<file path="config.mk">
export PLATFORM = sky130hd
export DESIGN_NAME = conv_output_quantizer
export DESIGN_NICKNAME = d
export VERILOG_FILES = /design/src/rtl/conv_output_quantizer.sv
export SDC_FILE = /design/constraint.sdc
export NUM_CORES = 1
export LEC_CHECK = 0
export BUFFER_PORTS_ARGS = -buffer_cell sky130_fd_sc_hd__buf_2
export CORE_UTILIZATION = 50
export CTS_BUF_LIST = sky130_fd_sc_hd__clkbuf_8
export DETAILED_ROUTE_END_ITERATION = 10
export GPL_ROUTABILITY_DRIVEN = 0
export GPL_TIMING_DRIVEN = 0
export PLACE_DENSITY = 0.75
export SYNTH_ARGS = -nofsm -noshare
export SYNTH_HDL_FRONTEND = slang
export SYNTH_SLANG_ARGS = --single-unit
</file>
<file path="constraint.sdc">
create_clock -name clk -period 5.1 [get_ports clk]
set_input_delay 1.02 -clock clk [delete_from_list [all_inputs] [get_ports clk]]
set_output_delay 1.02 -clock clk [all_outputs]
set_load 0.02 [all_outputs]
</file>
<file path="src/rtl/conv_output_quantizer.sv">
// Output stage of the convolution datapath: per-sample arithmetic right shift,
// round half-up and saturate to a DATA_SIZE-bit sample over a 2-stage valid/ready pipe.
module conv_output_quantizer #(
    parameter int DATA_SIZE   = 16,
    parameter int FULL_SIZE   = 36,
    parameter int SHIFT_WIDTH = 6,
    parameter int COUNT_WIDTH = 16
) (
    input  logic                          clk,
    input  logic                          reset,
    input  logic signed [FULL_SIZE-1:0]   in_data,
    input  logic        [SHIFT_WIDTH-1:0] in_shift,
    input  logic                          in_valid,
    output logic                          in_ready,
    output logic signed [DATA_SIZE-1:0]   out_data,
    output logic                          out_sat,
    output logic                          out_valid,
    input  logic                          out_ready,
    input  logic                          sat_count_clear,
    output logic        [COUNT_WIDTH-1:0] sat_count
);

    localparam logic [SHIFT_WIDTH-1:0]      MAX_SHIFT = SHIFT_WIDTH'(FULL_SIZE - 1);
    localparam logic signed [FULL_SIZE:0]   SAT_MAX   = (FULL_SIZE+1)'(2**(DATA_SIZE-1) - 1);
    localparam logic signed [FULL_SIZE:0]   SAT_MIN   = -((FULL_SIZE+1)'(2**(DATA_SIZE-1)));
    localparam logic [COUNT_WIDTH-1:0]      COUNT_MAX = '1;

    logic                          valid1_q, valid1_d;
    logic signed [FULL_SIZE-1:0]   sh1_q, sh1_d;
    logic                          rb1_q, rb1_d;
    logic                          valid2_q, valid2_d;
    logic        [DATA_SIZE-1:0]   data2_q, data2_d;
    logic                          sat2_q, sat2_d;
    logic        [COUNT_WIDTH-1:0] count_q, count_d;

    logic                          advance1, advance2;
    logic        [SHIFT_WIDTH-1:0] sEff, rbShift;
    logic signed [FULL_SIZE-1:0]   shifted;
    logic        [FULL_SIZE-1:0]   roundShift;
    logic                          rbNew;
    logic signed [FULL_SIZE:0]     rounded;

    assign advance2 = !valid2_q || out_ready;
    assign advance1 = !valid1_q || advance2;
    assign in_ready = advance1;

    // Shifts past the accumulator width would only replicate the sign, so clamp them.
    assign sEff       = (in_shift > MAX_SHIFT) ? MAX_SHIFT : in_shift;
    assign rbShift    = sEff - 1'b1;
    assign shifted    = in_data >>> sEff;
    assign roundShift = in_data >> rbShift;
    assign rbNew      = (sEff != '0) && roundShift[0];

    always_comb begin
        valid1_d = valid1_q;
        sh1_d    = sh1_q;
        rb1_d    = rb1_q;
        if (advance1) begin
            valid1_d = in_valid;
            if (in_valid) begin
                sh1_d = shifted;
                rb1_d = rbNew;
            end
        end
    end

    // One extra bit keeps the rounding carry from wrapping at the top of the range.
    assign rounded = {sh1_q[FULL_SIZE-1], sh1_q} + {{FULL_SIZE{1'b0}}, rb1_q};

    always_comb begin
        valid2_d = valid2_q;
        data2_d  = data2_q;
        sat2_d   = sat2_q;
        if (advance2) begin
            valid2_d = valid1_q;
            if (valid1_q) begin
                if (rounded > SAT_MAX) begin
                    data2_d = {1'b0, {(DATA_SIZE-1){1'b1}}};
                    sat2_d  = 1'b1;
                end else if (rounded < SAT_MIN) begin
                    data2_d = {1'b1, {(DATA_SIZE-1){1'b0}}};
                    sat2_d  = 1'b1;
                end else begin
                    data2_d = rounded[DATA_SIZE-1:0];
                    sat2_d  = 1'b0;
                end
            end
        end
    end

    always_comb begin
        count_d = count_q;
        if (sat_count_clear) begin
            count_d = '0;
        end else if (valid2_q && out_ready && sat2_q && (count_q != COUNT_MAX)) begin
            count_d = count_q + 1'b1;
        end
    end

    always_ff @(posedge clk) begin
        if (reset) begin
            valid1_q <= 1'b0;
            sh1_q    <= '0;
            rb1_q    <= 1'b0;
            valid2_q <= 1'b0;
            data2_q  <= '0;
            sat2_q   <= 1'b0;
            count_q  <= '0;
        end else begin
            valid1_q <= valid1_d;
            sh1_q    <= sh1_d;
            rb1_q    <= rb1_d;
            valid2_q <= valid2_d;
            data2_q  <= data2_d;
            sat2_q   <= sat2_d;
            count_q  <= count_d;
        end
    end

    assign out_valid = valid2_q;
    assign out_data  = data2_q;
    assign out_sat   = sat2_q;
    assign sat_count = count_q;

endmodule

</file>
Word level (Yosys, flattened, before mapping)
Cells that the tools add are included.

Bits in registers: 72. Bits of input ports: 47. Output and inout port bits: 35. Logic and storage cells: 33.

$add $sub $neg: 3. Order comparisons: 3. Eq/ne operators: 1. Shifts and indexed selects: 2. Mux-type cells: 5. Reduce and logical (&&, ||, !) cells: 12.

Operators with widths (count): 36-bit by 2-bit adder with 37-bit output (1); 37-bit by 16-bit greater-than comparator with 1-bit output, second input constant (1); 37-bit by 16-bit less-than comparator with 1-bit output, second input constant (1); 36-bit by 6-bit >> shifter with 1-bit output (1); 36-bit by 6-bit >>> shifter with 36-bit output (1); 16-bit two-way mux (2); 16-bit by 1-bit adder with 16-bit output, second input constant (1); 16-bit != test, second input constant (1); 6-bit greater-than comparator, second input constant (1); 6-bit two-way mux (1); 6-bit nonzero test (1); 6-bit by 1-bit subtractor with 6-bit output, second input constant (1); 1-bit logical AND (4); 2-bit AND reduction (2); 1-bit logical NOT (2); 1-bit logical OR (2); 1-bit two-way mux (2); 2-bit OR reduction (1).

Depth between registers and ports, before layout
Gate-level depths: netlist of the first run.

Depth in word-level cells: 5. Gate-level depth with buffers: 14. Depth with buffers taken out: 11.

Worst setup path before layout of the first run
No wires, ideal clock.

Kind: input-to-reg. Start: input in_shift[2]. End: register rb1_q. Setup time: 0.086 ns. Arrival: 3.837 ns. Path slack: 1.177 ns. Stages on the path: 13. Path buffers: 3. Cell sequence: buf_4 -> o31ai_4 -> nand2_2 -> clkinv_1 -> buf_6 -> buf_4 -> ha_1 -> or3b_2 -> a221oi_1 -> nand4_1 -> a21oi_1 -> a21oi_1 -> a211oi_1.

Cells in the longest elaborated chain, start to end: 5. Elaborated cells on any way between the ends: 6.

RTL lines: from (decl) (line 12) `input logic [SHIFT_WIDTH-1:0] in_shift,`; 6-bit greater-than comparator (line 48) `assign sEff = (in_shift > MAX_SHIFT) ? MAX_SHIFT : in_shift;`; 6-bit two-way mux * (line 48); 6-bit by 1-bit subtractor with 6-bit output (line 49) `assign rbShift = sEff - 1'b1;`; 36-bit by 6-bit >> shifter with 1-bit output (line 51) `assign roundShift = in_data >> rbShift;`; 1-bit logical AND * (line 52) `assign rbNew = (sEff != '0) && roundShift[0];`; to (signal assigned) (line 112) `rb1_q <= rb1_d;`; to (decl) (line 30) `logic rb1_q, rb1_d;`.

Mark *: on every way between the ends. The rest lies on a longest branch, timed or not. A chain may end at the register's enable or synchronous reset.

Worst setup path after layout of the first run
Ends and elaborated chain as after synthesis.

==> results of run 1 <==
flip-flops by register name (all words and copies together), names as in the netlist:
name       flops
out_data      16
out_sat        1
out_valid      1
rb1_q          1
sat_count     16
sh1_q         36
valid1_q       1
routing by layer:
layer,share of wire [%],GRT usage (%),routed length (um),vias to the layer above
li1,-,-,-,3516
met1,42,45.9,9730,3596
met2,42,48.1,9810,566
met3,11,7.92,2580,112
met4,4.6,14.6,1080,0
met5,0,0,0,-
power by group:
group          internal [mW]  switching, mW
registers              0.597         0.0440
clock network          0.272          0.215
logic                  0.213          0.359
layout make-up:
| cell class | instances | area [um2] | area share (%) |
|---|---|---|---|
| multi-input cells | 714 | 4950 | 65.0 |
| flip-flops and latches | 72 | 1440 | 18.9 |
| repair buffers | 76 | 380 | 4.99 |
| plain buffers | 72 | 360 | 4.73 |
| well taps | 176 | 220 | 2.89 |
| clock buffers | 9 | 124 | 1.63 |
| clock inverters | 7 | 88.8 | 1.17 |
| inverters | 13 | 48.8 | 0.641 |
logic make-up (layout without fill, tap and decap cells):
logic type / count (synthesis) / after routing / synth area share [%]
AND/OR/NAND/NOR: 354 / 354 / 26.3
AO/OA/AOI/OAI: 240 / 240 / 26.0
buffers and inverters: 85 / 177 / 6.01
multiplexers: 80 / 80 / 15.2
flip-flops: 72 / 72 / 21.2
XOR/XNOR: 36 / 36 / 4.63
adder cells (fa/ha/maj): 4 / 4 / 0.736
metrics by stage:
stage | hold slack, ps | worst slack, ps | power, mW
after global routing | 508 | 626 | 1.77
after floorplan | 481 | 1180 | 1.02
after detailed placement | 457 | 553 | 1.20
after global placement | 456 | 632 | 1.19
after CTS | 468 | 949 | 1.68
final | 463 | 903 | 1.70
synth_stat cells, drive strengths merged, types with 4 or more instances:
cell	number
a2111oi	9
a211oi	41
a21oi	42
a221oi	7
a31oi	17
and2	12
and3	18
and4	8
buf	27
clkbuf	45
dfxtp	72
ha	4
inv	11
mux2	15
mux2i	48
mux4	17
nand2	79
nand2b	6
nand3	47
nand4	17
nor2	96
nor2b	7
nor3	32
nor4	11
o211ai	9
o21ai	35
o221ai	15
o22ai	13
o31ai	6
o32a	11
or3	5
or4	5
xnor2	20
xor2	16
final timing paths:
check                    start  slack [ps]            to
hold / removal    out_data[15]         460  out_data[15]
setup / recovery   in_shift[2]         900         rb1_q
setup reg to reg         rb1_q        1890  out_data[14]
hold reg to reg   out_data[15]         460  out_data[15]
worst reg2reg max path: cells and delay by family (launching register included):
kind	cells	cell delay, ps
adders and majority gates	1	270
and+or+nand+nor	3	680
xor gates and xnor gates	1	390
DFF	1	460
buffers and inverters	1	230
AOI/OAI and AO/OA	3	1090
==> qor.csv, run 1 <==
stage;metric;value;unit
layout;Core Util, Final;57.5;%
layout;Ant. Diodes;0;
yosys;post-synthesis sequential area ratio;21.2;%
timing;FMAX;238;MHz
die;cell row count;42;
global_routing;grt total ovfl;0;
critical_path;Top Family by Delay on Critical Path;compound AO/OA/AOI/OAI gates;
hold_path;Hold Path Class;reg -> reg;
layout;Net count, final;1009;
layout;final non-filler cell area;7620;um2
power;power per cell area;223;nW/um2
timing;unrepaired setup endpoints after global routing;false;
timing;worst slew pin tran;973;ps
yosys;Synth area leader;dfxtp_1;
critical_path;crit path buf inv count;4;
clock_network;H-tree depth;3;
critical_path;critical path arrival;4470;ps
placed_design;dpl cells;1123;
critical_path;Req. time, crit path;5380;ps
routing;routed len/inst;20.4;um
global_routing;Tot GR Track Use;33.0;%
clock_network;Hold Buf Count CTS;0;
yosys;synthesized area per cell;7.81;um2
timing;Final Hold Viols;0;
critical_path;Worst Reg-to-Reg Cells;9;
critical_path;Critical Setup Path Class;in -> reg;
yosys;number of synthesized flops with an enable pin;0;
routing;Pre-antenna DRT Iters;8;
critical_path;CP endpoint kind;register;
clock_network;TritonCTS Buffers;9;
yosys;synthesized instance count;871;
routing;antenna-violating nets left;0;
global_routing;vias in the first global route;7043;
placed_design;DP HPWL;17700;um
power;Peak VDD IR;0.000101;V
yosys;post-synthesis async set-or-reset flop share;0;%
clock_network;clock sinks;72;
yosys;synth warn;0;
global_routing;largest net degree at the start of global routing;13;
timing;max-slew violation count;0;
critical_path;crit start category;primary input;
critical_path;Worst Path Max Fanout;10;
yosys;Distinct cells, synth;83;
outcome;outcome;finished, final reports clean;
job;max-capacitance violation count;0;
yosys;synthesized area;6800;um2
routing;DRT Wirelength;23200;um
timing;post-layout min period;4200;ps
die;core area;13200;um2
hold_path;Min-Delay Path Depth;2;
timing;final setup fails;0;
critical_path;max incr delay on CP;500;ps
routing;DR vias;7790;
power;leakage;2.87;nW
layout;most frequent cells in the layout;nor2_1, buf_2, nand2_1;
die;Die X;119;um
timing;period utilization;82.3;%
clock_network;Clock Latency Late Sink;360;ps
die;DIE HEIGHT;119;um
clock_network;Clock transition at path regs;80;ps
placed_design;IO Port Bufs;76;
layout;fill cell count;1298;
timing;Fin Clk Skew;12.0;ps
yosys;post-synth net total;922;
yosys;FF+latch count, synth;72;
global_routing;initial antenna violation count;0;
layout;commonest non-fill, non-tap cell in the layout;nor2_1;
timing;final setup TNS;0;ps
global_routing;first-pass GRT wire length;37200;um
layout;synthesis-to-finish area growth;12.0;%
die;starting density of the core;51.4;%
critical_path;critical path, cell by cell;buf_4, o31ai_4, nand2_2, clkinv_1, buf_6, buf_4, ha_1, or3b_2, a221oi_1, nand4_1, a21oi_1, a21oi_1, a211oi_1;
yosys;Synth area leaders;dfxtp_1, mux2i_1, mux4_2;
layout;Finished Layout Cells;1139;
yosys;Synth Flop Type;dfxtp_1;
routing;DRC;0;
clock_network;root cell of the clock tree;clkbuf_8;
die;I/O Pins;82;
clock_network;TritonCTS clock tree;yes;
critical_path;WP depth;13;
layout;layout cell share with drive strength beyond 1;18.8;%
placed_design;DP Area;7400;um2
clock_network;Post-CTS Setup Inserts;0;
die;die area;14100;um2
routing;via/cell ratio;6.84;
clock_network;Resized cells post-CTS;0;
clock_network;clock buffer depth;2;
yosys;top-area cell type share of the netlist area;21.2;%
timing;Worst slew margin;34.5;%
critical_path;critical path's slowest cell;a221oi_1;
routing;DRT iter0 DRCs;1136;
No activity file was read; power rests on OpenSTA's default activity.
==> inputs of run 2 (changes only) <==
clock period = 3.95 ns   (was 5.1 ns; I/O delays follow)
==> run 2 against run 1 <==
Non-clock buffer count is 2 higher. Design area is 0.59% higher. Register-to-register slack worse by 1200 ps. Sequential cell count stayed put. Clock-buffer cell count stayed put. Utilization is 0.34 points higher.
==> qor.csv, run 2 (synthesized netlist as in run 1, its figures left out) <==
stage;metric;value;unit
timing;FMAX;267;MHz
timing;final setup fails;0;
power;Peak VDD IR;0.000130;V
hold_path;Hold Path Class;reg -> reg;
die;DIE HEIGHT;119;um
layout;fill cell count;1289;
critical_path;crit start category;primary input;
timing;hold slack;463;ps
clock_network;H-tree depth;3;
critical_path;Worst Path Max Fanout;10;
die;core area;13200;um2
global_routing;first-pass GRT wire length;37200;um
layout;Finished Layout Cells;1141;
global_routing;Tot GR Track Use;33.0;%
die;Die X;119;um
clock_network;TritonCTS Buffers;9;
critical_path;max incr delay on CP;530;ps
placed_design;IO Port Bufs;76;
routing;via/cell ratio;6.91;
timing;unrepaired setup endpoints after global routing;false;
timing;max-slew violation count;0;
layout;Core Util, Final;57.9;%
layout;number of flip-flops in the largest register;36;
timing;Final Hold Viols;0;
critical_path;Worst R2R Setup Slack;710;ps
placed_design;dpl cells;1123;
routing;DRC;0;
power;leakage;2.89;nW
routing;DRT Wirelength;23300;um
routing;antenna-violating nets left;0;
routing;DRT iter0 DRCs;1239;
clock_network;clock sinks;72;
layout;synthesis-to-finish area growth;12.6;%
clock_network;TritonCTS clock tree;yes;
timing;Fin Clk Skew;10.5;ps
critical_path;Critical Setup Path Class;in -> reg;
critical_path;Worst Reg-to-Reg Cells;9;
clock_network;Clock Latency Late Sink;360;ps
power;power per cell area;288;nW/um2
routing;routed len/inst;20.5;um
layout;commonest non-fill, non-tap cell in the layout;nor2_1;
global_routing;vias in the first global route;7043;
global_routing;initial antenna violation count;0;
critical_path;Req. time, crit path;4220;ps
layout;layout cell share with drive strength beyond 1;19.3;%
layout;Net count, final;1011;
critical_path;Worst R2R Start;rb1_q;
clock_network;Hold Buf Count CTS;0;
global_routing;grt total ovfl;0;
die;die area;14100;um2
global_routing;largest net degree at the start of global routing;13;
die;starting density of the core;51.4;%
placed_design;DP HPWL;17700;um
clock_network;clock buffer depth;2;
timing;Worst slew margin;35.5;%
critical_path;critical path arrival;4020;ps
timing;period utilization;94.9;%
layout;Biggest register;sh1_q;
layout;most frequent cells in the layout;nor2_1, buf_2, nand2_1;
critical_path;R2R Path End;out_data[14];
layout;Ant. Diodes;0;
routing;DR vias;7882;
critical_path;critical path's slowest cell;or3b_2;
hold_path;Min-Delay Startpoint;out_data[15];
die;cell row count;42;
timing;post-layout min period;3750;ps
hold_path;Hold Path End;out_data[15];
outcome;outcome;finished, final reports clean;
critical_path;CP endpoint kind;register;
clock_network;root cell of the clock tree;clkbuf_8;
critical_path;Critical Path Start;in_shift[2];
timing;worst slew pin tran;958;ps
critical_path;critical path, cell by cell;buf_4, o31ai_4, nand2_4, clkinvlp_4, buf_6, buf_4, ha_1, or3b_2, a221oi_4, nand4_1, a21oi_1, a21oi_1, a211oi_1;
job;max-capacitance violation count;0;
routing;Pre-antenna DRT Iters;6;
clock_network;Clock transition at path regs;80;ps
die;I/O Pins;82;
hold_path;Min-Delay Path Depth;2;
[run 2: changes by cell type in the layout (fill, tap and decap cells not counted)]
cell / change
buf_4: +3
a221oi_1: -1
a221oi_4: +1
clkbuf_1: -1
clkinv_1: -1
clkinvlp_4: +1
nand2_2: -1
nand2_4: +1
[run 2: routing by layer]
layer  share of wire [%]  GRT usage (%)  up-vias  wire [um]
li1                    -              -     3516          -
met1                  42           45.9     3677       9820
met2                  42           48.1      573       9810
met3                  11           7.92      116       2620
met4                 4.7           14.6        0       1090
met5                   0              0        -          0
[run 2: timing repair]
item,CTS,global route
buffers inserted,0,3
setup endpoints to repair,0,1
resized for setup,0,4
[run 2: worst max path at each step]
stage | to | slack [ps]
global placement | rb1_q | -290
CTS | rb1_q | 30
detailed placement | rb1_q | -370
global route | rb1_q | 70
floorplan | rb1_q | 260
finish | rb1_q | 200
[run 2: per-stage QoR]
| stage | instance area (um2) | setup WS (ps) | TNS, ps | power (mW) |
|---|---|---|---|---|
| finish | 7660 | 201 | 0 | 2.20 |
| global route | 7660 | 68.7 | 0 | 2.29 |
| CTS | 7620 | 29.5 | 0 | 2.17 |
| detailed placement | 7400 | -367 | -367 | 1.55 |
| global placement | 7400 | -288 | -288 | 1.54 |
| floorplan | 6800 | 257 | 0 | 1.32 |
[run 2: cell type report]
type	count	area, um2	area share, %
buffer	71	357	4.65
clock buffer	9	124	1.62
clock inverter	7	88.8	1.16
inverter	13	52.6	0.686
multi-input combinational	714	4980	64.9
sequential	72	1440	18.8
tap	176	220	2.87
timing repair buffer	79	403	5.26
[run 2: report_power, final]
part	internal, mW	leakage [nW]	switching [mW]
sequential	0.771	0.593	0.0578
clock	0.351	0.112	0.276
combinational	0.279	2.19	0.468
total	1.40	2.89	0.802
[run 2: critical path: cells and delay by family]
kind / cells / cell delay, ps
fa+ha+maj: 1 / 290
buf+inv: 4 / 750
simple gates: 3 / 880
compound gates: 5 / 1310
==> inputs of run 3 (changes only) <==
BUFFER_PORTS_ARGS = -buffer_cell sky130_fd_sc_hd__clkbuf_2   (was -buffer_cell sky130_fd_sc_hd__buf_2)
==> run 3 against run 2 <==
Clock power decreased by 17%. Sequential power about the same. Setup slack got worse by 37 ps. Maximum frequency decreased by 0.98%. Register-to-register slack improved by 50 ps. Clock skew decreased by 2.1 ps. Critical path depth unchanged. Sequential cell count unchanged. Routed wire length about the same. Via count decreased by 0.27%. Power decreased by 4.9%. Die area unchanged.
==> qor.csv, run 3 (synthesized netlist as in run 1, its figures left out) <==
stage;metric;value;unit
global_routing;initial antenna violation count;0;
timing;max-slew violation count;0;
die;cell row count;42;
routing;DR vias;7861;
timing;period utilization;95.8;%
layout;fill cell count;1311;
critical_path;Critical Setup Path Class;in -> reg;
global_routing;largest net degree at the start of global routing;14;
outcome;outcome;finished, final reports clean;
routing;routed len/inst;20.5;um
layout;most frequent cells in the layout;nor2_1, nand2_1, clkbuf_2;
critical_path;CP endpoint kind;register;
timing;Fin Clk Skew;8.35;ps
layout;commonest non-fill, non-tap cell in the layout;nor2_1;
power;power per cell area;276;nW/um2
timing;Setup WS post-layout;164;ps
layout;synthesis-to-finish area growth;11.8;%
power;Seq pwr share;39.6;%
placed_design;pre-CTS setup slack;-351;ps
routing;DRC;0;
clock_network;TritonCTS Buffers;9;
global_routing;vias in the first global route;7153;
clock_network;root cell of the clock tree;clkbuf_8;
power;total power;2.09;mW
clock_network;Clock Latency Late Sink;350;ps
routing;Pre-antenna DRT Iters;6;
placed_design;IO Port Bufs;76;
routing;via/cell ratio;6.90;
clock_network;H-tree depth;3;
routing;DRT Wirelength;23400;um
timing;Worst slew margin;39.9;%
routing;antenna-violating nets left;0;
placed_design;DP HPWL;17900;um
timing;unrepaired setup endpoints after global routing;false;
die;Die X;119;um
power;Comb power frac;35.5;%
clock_network;clock sinks;72;
timing;hold slack;464;ps
power;Peak VDD IR;0.000175;V
global_routing;first-pass GRT wire length;37300;um
layout;number of flip-flops in the largest register;36;
critical_path;crit start category;primary input;
power;switch share;39.1;%
clock_network;TritonCTS clock tree;yes;
die;die area;14100;um2
power;leakage;2.84;nW
timing;post-layout min period;3790;ps
job;max-capacitance violation count;0;
timing;Final Hold Viols;0;
layout;layout cell share with drive strength beyond 1;19.3;%
hold_path;Hold Path Class;reg -> reg;
global_routing;Tot GR Track Use;33.0;%
clock_network;Clock transition at path regs;80;ps
global_routing;grt total ovfl;0;
die;I/O Pins;82;
critical_path;critical path arrival;4060;ps
timing;worst slew pin tran;893;ps
die;starting density of the core;51.4;%
routing;DRT iter0 DRCs;1212;
power;Sw Pwr;0.820;mW
timing;FMAX;264;MHz
power;Int Pwr;1.28;mW
timing;final setup fails;0;
clock_network;clock buffer depth;2;
layout;Biggest register;sh1_q;
die;DIE HEIGHT;119;um
power;Clk network pwr share;24.9;%
die;core area;13200;um2
clock_network;Hold Buf Count CTS;0;
layout;Ant. Diodes;0;
critical_path;Req. time, crit path;4220;ps
layout;Net count, final;1010;
critical_path;Worst Path Max Fanout;10;
run 3: cell count changes in the layout (fill, tap and decap cells not counted):
cell | before | now
buf_2 | 90 | 14
clkbuf_2 | 1 | 77
bufinv_16 | 2 | 0
clkinvlp_4 | 2 | 4
a221oi_2 | 0 | 1
a221oi_4 | 1 | 0
buf_4 | 6 | 5
inv_1 | 12 | 11
inv_6 | 0 | 1
run 3: final cells by class:
cell class              count  area (um2)  area share, %
repair buffers             78         395           5.20
flip-flops and latches     72        1440           19.0
inverters                  13        52.6          0.691
multi-input cells         714        4960           65.3
clock inverters             7        48.8          0.642
well taps                 176         220           2.90
clock buffers               9         124           1.63
plain buffers              71         357           4.69
run 3: power groups by stage:
stage | combinational, mW | clock [mW] | sequential (mW)
after floorplan | 0.474 | 0 | 0.844
after global placement | 0.697 | 0 | 0.842
after detailed placement | 0.703 | 0 | 0.844
after CTS | 0.706 | 0.530 | 0.827
after global routing | 0.784 | 0.565 | 0.835
final | 0.744 | 0.522 | 0.829
run 3: worst max-delay path, stage by stage:
cell and delay, ps:
clkbuf_2 180, o31ai_4 510, nand2_4 200, clkinvlp_4 230, buf_6 210, buf_4 230
ha_1 240, or3b_2 500, a221oi_2 380, nand4_1 140, a21oi_1 180, a21oi_1 60
a211oi_1 200
run 3: repair_timing:
| action | 4_1_cts | 5_1_grt |
|---|---|---|
| endpoints found under the setup margin | 0 | 1 |
| resized for setup | 0 | 3 |
| buffers inserted | 0 | 2 |
run 3: worst paths after layout:
path                            depth (start not counted)            to  slack [ps]         start
worst min-delay path                                    2  out_data[15]         460  out_data[15]
worst min register to register                          2  out_data[15]         460  out_data[15]
worst max register to register                          9   out_data[1]         760         rb1_q
worst max-delay path                                   13         rb1_q         160   in_shift[3]
run 3: per-layer routing:
metal | vias up | routed length, um | GRT usage, %
met5 | - | 0 | 0
met1 | 3634 | 9600 | 44.7
li1 | 3510 | - | -
met3 | 129 | 2780 | 8.06
met2 | 588 | 9870 | 49.6
met4 | 0 | 1110 | 14.5
run 3: metrics by stage:
stage / util, % / cells / setup TNS, ps / cell area (um2)
final: 57.4 / 1140 / 0 / 7600
after CTS: 57.2 / 1139 / 0 / 7580
after global placement: 55.9 / 1123 / -293 / 7400
after global routing: 57.4 / 1140 / 0 / 7600
after detailed placement: 55.9 / 1123 / -351 / 7400
after floorplan: - / 871 / 0 / 6800
